$ cat src/rtl/scan_select_sequencer_if.sv
// scan_select_sequencer_if: run controls in, decoder select and blanking out.
interface scan_select_sequencer_if;
    logic       en;
    logic [3:0] mask;
    logic [1:0] sel;
    logic       blank;
    logic       frame;
    modport master (output en, mask, input sel, blank, frame);
    modport slave  (input en, mask, output sel, blank, frame);
endinterface

$ cat src/rtl/scan_select_sequencer.sv
// scan_select_sequencer: steps a decoder select through enabled mask positions with dwell and blanking.
module scan_select_sequencer #(
    parameter int DWELL     = 4,
    parameter int BLANK_CYC = 1
) (
    input  logic                    clk,
    input  logic                    rst_n,
    scan_select_sequencer_if.slave  bus
);
    localparam int MX = (DWELL > BLANK_CYC) ? DWELL : BLANK_CYC;
    localparam int CW = $clog2((MX > 2) ? MX : 2);
    localparam logic [CW-1:0] DW_END = CW'(DWELL - 1);
    localparam logic [CW-1:0] GP_END = CW'((BLANK_CYC > 0) ? BLANK_CYC - 1 : 0);

    typedef enum logic [1:0] {IDLE, SHOW, GAP} state_t;

    state_t        state_q, state_d;
    logic [CW-1:0] cnt_q, cnt_d;
    logic [1:0]    sel_q, sel_d, nxt_q, nxt_d, nxt, lo, idx;
    logic          blank_q, blank_d, frame_q, frame_d, wrap_q, wrap_d, wrap, found;

    // circular search strictly after sel; k=4 lands back on sel itself
    always_comb begin
        nxt   = sel_q;
        wrap  = 1'b1;
        found = 1'b0;
        idx   = sel_q;
        for (int k = 1; k <= 4; k++) begin
            idx = sel_q + 2'(k);
            if (!found && bus.mask[idx]) begin
                nxt   = idx;
                wrap  = idx <= sel_q;
                found = 1'b1;
            end
        end
        lo = bus.mask[0] ? 2'd0 : bus.mask[1] ? 2'd1 : bus.mask[2] ? 2'd2 : 2'd3;
    end

    always_comb begin
        state_d = state_q;
        cnt_d   = cnt_q;
        sel_d   = sel_q;
        blank_d = blank_q;
        frame_d = 1'b0;
        nxt_d   = nxt_q;
        wrap_d  = wrap_q;
        if (!bus.en) begin
            state_d = IDLE;
            cnt_d   = '0;
            blank_d = 1'b1;
        end else begin
            case (state_q)
                IDLE: if (bus.mask != 4'd0) begin
                    state_d = SHOW;
                    cnt_d   = '0;
                    sel_d   = lo;
                    blank_d = 1'b0;
                    frame_d = 1'b1;
                end
                SHOW: if (cnt_q != DW_END) begin
                    cnt_d = cnt_q + 1'b1;
                end else if (bus.mask == 4'd0) begin
                    state_d = IDLE;
                    cnt_d   = '0;
                    blank_d = 1'b1;
                end else if (BLANK_CYC == 0) begin
                    cnt_d   = '0;
                    sel_d   = nxt;
                    frame_d = wrap;
                end else begin
                    state_d = GAP;
                    cnt_d   = '0;
                    blank_d = 1'b1;
                    nxt_d   = nxt;
                    wrap_d  = wrap;
                end
                GAP: if (cnt_q != GP_END) begin
                    cnt_d = cnt_q + 1'b1;
                end else begin
                    state_d = SHOW;
                    cnt_d   = '0;
                    sel_d   = nxt_q;
                    blank_d = 1'b0;
                    frame_d = wrap_q;
                end
                default: state_d = IDLE;
            endcase
        end
    end

    always_ff @(posedge clk or negedge rst_n) begin
        if (!rst_n) begin
            state_q <= IDLE;
            cnt_q   <= '0;
            sel_q   <= 2'd0;
            blank_q <= 1'b1;
            frame_q <= 1'b0;
            nxt_q   <= 2'd0;
            wrap_q  <= 1'b0;
        end else begin
            state_q <= state_d;
            cnt_q   <= cnt_d;
            sel_q   <= sel_d;
            blank_q <= blank_d;
            frame_q <= frame_d;
            nxt_q   <= nxt_d;
            wrap_q  <= wrap_d;
        end
    end

    assign bus.sel   = sel_q;
    assign bus.blank = blank_q;
    assign bus.frame = frame_q;
endmodule

$ cat src/flat_wrapper.sv
// flat-port wrapper written by rule: the top's interface ports become plain ports
module scan_select_sequencer_flat 
#(
    parameter int DWELL     = 4,
    parameter int BLANK_CYC = 1
)
  (clk, rst_n, bus_en, bus_mask, bus_sel, bus_blank, bus_frame);
  scan_select_sequencer_if bus_i ();
  input  logic clk;
  input  logic rst_n;
  input wire logic [$bits(bus_i.en)-1:0] bus_en;
  input wire logic [$bits(bus_i.mask)-1:0] bus_mask;
  output wire logic [$bits(bus_i.sel)-1:0] bus_sel;
  output wire logic [$bits(bus_i.blank)-1:0] bus_blank;
  output wire logic [$bits(bus_i.frame)-1:0] bus_frame;
  assign bus_i.en = bus_en;
  assign bus_i.mask = bus_mask;
  assign bus_sel = bus_i.sel;
  assign bus_blank = bus_i.blank;
  assign bus_frame = bus_i.frame;
  scan_select_sequencer #(.DWELL(DWELL), .BLANK_CYC(BLANK_CYC)) u_core (.clk(clk), .rst_n(rst_n), .bus(bus_i));
endmodule
$ cat config.mk
export PLATFORM = sky130hd
export DESIGN_NAME = scan_select_sequencer_flat
export DESIGN_NICKNAME = d
export VERILOG_FILES = /design/src/rtl/scan_select_sequencer_if.sv /design/src/rtl/scan_select_sequencer.sv /design/src/flat_wrapper.sv
export SDC_FILE = /design/constraint.sdc
export NUM_CORES = 1
export LEC_CHECK = 0
export BUFFER_PORTS_ARGS = -buffer_cell sky130_fd_sc_hd__buf_2
export CAP_MARGIN = 20
export CORE_MARGIN = 4
export CORE_UTILIZATION = 25
export DETAILED_ROUTE_END_ITERATION = 16
export SYNTH_ARGS = -nofsm -noshare
export SYNTH_HDL_FRONTEND = slang
export SYNTH_SLANG_ARGS = --single-unit
$ cat constraint.sdc
create_clock -name clk -period 2.5 [get_ports clk]
set_input_delay 0.5 -clock clk [delete_from_list [all_inputs] [get_ports clk]]
set_output_delay 0.5 -clock clk [all_outputs]
set_load 0.02 [all_outputs]
==> run metrics, run 1 <==
status finished clean; fin nets approximately 170; Yosys Warn Count 0; Main synth FF type dfrtp_1; Die H about 77 um; largest cells by area after synthesis dfrtp_1 21%, ha_1 12%, mux2_2 5.8%; DR vias about 1000; Worst Setup Start Kind register; Clk pin slew, worst setup/hold paths 0.05 ns; final WL 2460 um; clk sinks 11; Worst Path Arrival 2.08 ns; Wirelength per Cell 12.4 um; area leader, netlist dfrtp_1; normalized max-slew margin 0.625; Final ANT Viol Nets 0; Max FO, Critical Path 9; largest net degree at the start of global routing 24; Clk Latency, worst-skew pair 0.24 ns; DRC 0; worst setup path startpoint u_core.bus.sel[1]$_DFFE_PN0P_; post-detail-place hpwl 1840 um; share of the synthesized area in the top cell type 0.213; Die W approximately 77 um; FILL cells 470; Initial Util 0.264; PD cells 786 mW/mm2; maxcap violations 0; register area share after synthesis 0.236; Global Route Usage Sum 0.0852; IO Pins 11; Max IR drop VDD 240 uV; critical setup path kind reg2reg; EDFF count, synth 0; core area between 0.004 and 0.005 mm2; min cycle time layout between 1.5 and 2 ns; asr flop ratio synth 1.00; final hold vios 0; P_leak between 0.0005 and 0.0006 uW; cts hold-fix bufs 0; vias in the first global route around 940; Crit path required time 2.64 ns; ant diodes 0; Setup Skew 0.00278 ns; register bit total from synthesis 11; Post-CTS Setup Repair Bufs 0; Post-CTS Resized 0; CTS tree built; synthesized instance count 138; Via density 5.26; Peak Freq 516 MHz; Placer Congestion about 0.91; Finished Cell Area between 0.001 and 0.0015 mm2; R2R Setup Slk roughly 0.56 ns; Final setup viols 0; unrepaired setup endpoints after global routing false; CTS Root Cell clkbuf_8; PortBufs 10; area added between synthesis and finish 11.0%; mapped cell area approximately 0.0012 mm2; synthesized area per cell 8.50 um2; Pre-Repair DR Iteration Count 4; Reg-to-Reg End u_core.nxt_q[0]$_DFFE_PN0P_; Setup crit end u_core.nxt_q[0]$_DFFE_PN0P_; reg2reg path depth 8; layout cells sized above 1 0.185; CTS Buf Count 3; Row Count 24; Clock Tree Buf Depth 2; Die ar. between 0.005 and 0.006 mm2; Final period util 0.775; library cells used by synthesis 47; fin. max-slew vios 0; RR Startpoint u_core.bus.sel[1]$_DFFE_PN0P_; setup TNS 0 ns; initial antenna violation count 0; syn_nets approximately 160; Worst Hold Class in2async; CP endpoint kind register; htree depth 1; dpl cell area 0.00126 mm2; Slew @ Worst Pin 0.557 ns; final global-route overflow total 0; number of DRC markers in iteration 0 21; first-pass GRT wire length 4260 um
worst min path at each step:
| stage | startpoint | to | slack [ns] | depth (start not counted) |
|---|---|---|---|---|
| after floorplan | rst_n | u_core.bus.frame$_DFF_PN0_ | 0.20 | 0 |
| after global placement | rst_n | u_core.cnt_q[1]$_DFFE_PN0P_ | 0.39 | 1 |
| after detailed placement | rst_n | u_core.cnt_q[0]$_DFFE_PN0P_ | 0.39 | 1 |
| after CTS | rst_n | u_core.state_q[0]$_DFFE_PN0P_ | 0.13 | 1 |
| after global routing | rst_n | u_core.state_q[0]$_DFFE_PN0P_ | 0.14 | 1 |
| final | rst_n | u_core.cnt_q[0]$_DFFE_PN0P_ | 0.12 | 1 |
registers in the layout (all words and copies together), names as in the netlist:
| signal | flops |
|---|---|
| u_core.cnt_q | 2 |
| u_core.wrap_q | 1 |
| u_core.nxt_q | 2 |
| u_core.state_q | 2 |
| u_core.bus.frame | 1 |
| u_core.bus.sel | 2 |
| u_core.bus.blank | 1 |
synthesized netlist by cell type (6+ instances only):
library cell and n:
a21oi_1 6, dfrtp_1 10, ha_1 11, inv_1 8, mux2_2 6, mux2i_1 6
nand2_1 9, nand3_1 6, nor2_1 8, o21ai_0 7
final cells by class:
cell class | instances | area (um2) | area share
Timing Repair Buffer | 13 | 72.6 | 0.0557
Multi-Input combinational cell | 110 | 813 | 0.624
Clock buffer | 4 | 45.0 | 0.0346
Inverter | 8 | 30.0 | 0.0231
Tap cell | 52 | 65.1 | 0.0500
Sequential cell | 11 | 277 | 0.212
cells in the final DEF (no fill, tap or decap), types with 2 or more instances in the layout:
master / instances
o22ai_1: 3
nor2b_1: 2
nor3_1: 4
buf_2: 10
o31a_1: 2
mux2_2: 6
clkbuf_8: 3
a31oi_1: 2
nand4_1: 4
mux2i_1: 6
dfrtp_1: 10
a211oi_1: 3
nor2_1: 8
nand2_1: 9
buf_4: 3
nand2b_1: 4
a21oi_1: 6
nor4_1: 2
o31ai_1: 2
ha_1: 11
nand3_1: 6
o21ai_0: 7
inv_1: 8
and2_1: 2
where the power goes:
group / leakage (uW) / switching (uW) / internal [uW]
Sequential: 0.000143 / 22.2 / 212
Combinational: 0.000393 / 343 / 266
Clock: 0.0000228 / 68.8 / 112
critical path, cell delays in order, from the launching register on:
cell	delay, ns
dfrtp_1	0.37
inv_1	0.12
ha_1	0.34
buf_4	0.21
nand4_1	0.09
nand2_1	0.05
a21oi_1	0.12
mux2_2	0.34
o31ai_1	0.20
cell families after synthesis:
logic type / after synthesis / share of synthesized area
compound gates: 38 / 0.231
fa+ha+maj: 11 / 0.117
buf+inv: 17 / 0.0714
flops: 11 / 0.236
mux: 13 / 0.122
simple gates: 48 / 0.223
stage by stage:
step / worst slack [ns] / utilization / hold WS, ns / cells / power [uW]
2_1_floorplan: 0.415 / - / 0.204 / 138 / 715
3_3_place_gp: 0.387 / 0.283 / 0.389 / 194 / 857
3_5_place_dp: 0.390 / 0.283 / 0.390 / 194 / 843
4_1_cts: 0.556 / 0.293 / 0.129 / 198 / 1030
5_1_grt: 0.417 / 0.293 / 0.140 / 198 / 1110
6_report: 0.563 / 0.293 / 0.119 / 198 / 1020
per-layer routing:
layer	track usage	vias up	routed length, um
li1	-	534	-
met1	0.109	479	1180
met2	0.141	23	1150
met3	0.0201	6	85
met4	0.0272	0	41
met5	0	-	0
Note: power is estimated with default switching activity, not from simulation.
==> inputs of run 2 (changes only) <==
clock period = 2 ns   (was 2.5 ns; I/O delays follow)
==> run metrics, run 2 (synthesis results as in run 1) <==
fin. max-slew vios 0; P_leak 0.000589 uW; Die H 76.5 um; fin nets between 150 and 200; min cycle time layout 1.89 ns; Setup Skew 0.00286 ns; total power 1330 uW; Crit path required time approximately 2.2 ns; commonest non-fill, non-tap cell in the layout ha_1; Worst Path Arrival 2.04 ns; Die W 76.5 um; Wirelength per Cell 13.7 um; DR vias 1101; largest net degree at the start of global routing 24; Worst Setup Start Kind register; Row Count 24; reg2reg path depth 7; initial antenna violation count 0; Final ANT Viol Nets 0; Post-Layout Cell Count 205; Pre-Repair DR Iteration Count 4; Slew @ Worst Pin 0.506 ns; Global Route Usage Sum 0.0919; ant diodes 0; critical setup path kind reg2reg; first-pass GRT wire length 4640 um; layout cells sized above 1 0.242; status finished clean; Max IR drop VDD 245 uV; highest routed layer met4; Final period util 0.946; PortBufs 10; unrepaired setup endpoints after global routing true; maxcap violations 0; htree depth 1; Initial Util 0.264; Post-CTS Setup Repair Bufs 0; Final setup viols 0; clk sinks 11; Cells after DPL 201; Worst Hold Class in2async; core area 0.00444 mm2; CTS tree built; met2 WL roughly 1300 um; area added between synthesis and finish 16.0%; Via density 5.37; Clock Tree Buf Depth 2; final hold vios 0; Die ar. 0.00585 mm2; CTS Root Cell clkbuf_8; final WL 2810 um; IO Pins 11; number of DRC markers in iteration 0 127; DRC 0; WL met1 ~1400 um; PD cells 981 mW/mm2; CTS Buf Count 3; Clk pin slew, worst setup/hold paths 0.05 ns; Max FO, Critical Path 6; final global-route overflow total 0; normalized max-slew margin 0.662; Placer Congestion between 0.8 and 0.9; Routed met3 length 62 um; post-detail-place hpwl 2080 um; most frequent cells in the layout 11 x ha_1, 10 x buf_2, 10 x buf_4; vias in the first global route 1025; Clk Latency, worst-skew pair 0.24 ns; CP endpoint kind register; Peak Freq 529 MHz
run 2: path summary, 6_finish.rpt:
path | start | slack [ns] | end
setup / recovery | u_core.state_q[0]$_DFFE_PN0P_ | 0.11 | u_core.state_q[0]$_DFFE_PN0P_
hold / removal | rst_n | 0.03 | u_core.state_q[1]$_DFFE_PN0P_
setup reg to reg | u_core.state_q[0]$_DFFE_PN0P_ | 0.11 | u_core.state_q[0]$_DFFE_PN0P_
hold reg to reg | u_core.nxt_q[0]$_DFFE_PN0P_ | 0.49 | u_core.nxt_q[0]$_DFFE_PN0P_
max in group asynchronous | rst_n | 1.70 | u_core.bus.blank$_DFFE_PN1P_
min in group clk | u_core.nxt_q[0]$_DFFE_PN0P_ | 0.49 | u_core.nxt_q[0]$_DFFE_PN0P_
run 2: layout make-up:
class	count	area, um2
inverter	8	30.0
sequential	11	279
fill	474	3080
tap	52	65.1
multi-input combinational	110	817
clock buffer	4	45.0
timing repair buffer	20	125
run 2: per-layer routing:
layer	track usage	vias up
li1	-	550
met1	0.122	525
met2	0.156	19
met3	0.00591	7
met4	0.0326	0
met5	0	-
run 2: timing repair:
item	4_1_cts	5_1_grt
setup endpoints to repair	0	2
hold buffers	0	0
resized for setup	0	1
run 2: worst max-delay path, cell delays in order, from the launching register on:
cell and delay [ns]:
dfrtp_1 0.43, inv_1 0.15, ha_1 0.26, nor2b_1 0.18, o21ai_0 0.40, nand3_1 0.13
a21o_1 0.17, o21ai_0 0.07
run 2: through the flow:
step	instance area [um2]	utilization	setup slack, ns	hold slack, ns	setup TNS, ns
detailed placement	1310	0.295	0.164	0.286	0
global route	1360	0.306	-0.00668	0.0493	-0.00668
CTS	1360	0.305	0.138	0.0312	0
global placement	1310	0.295	0.167	0.289	0
finish	1360	0.306	0.109	0.0262	0
floorplan	1180	-	0.00864	0.104	0
run 2: report_power, final:
part	internal (uW)	total [uW]	switching, uW
logic	366	813	446
clock network	140	229	88.7
registers	267	293	26.3
total	774	1330	561
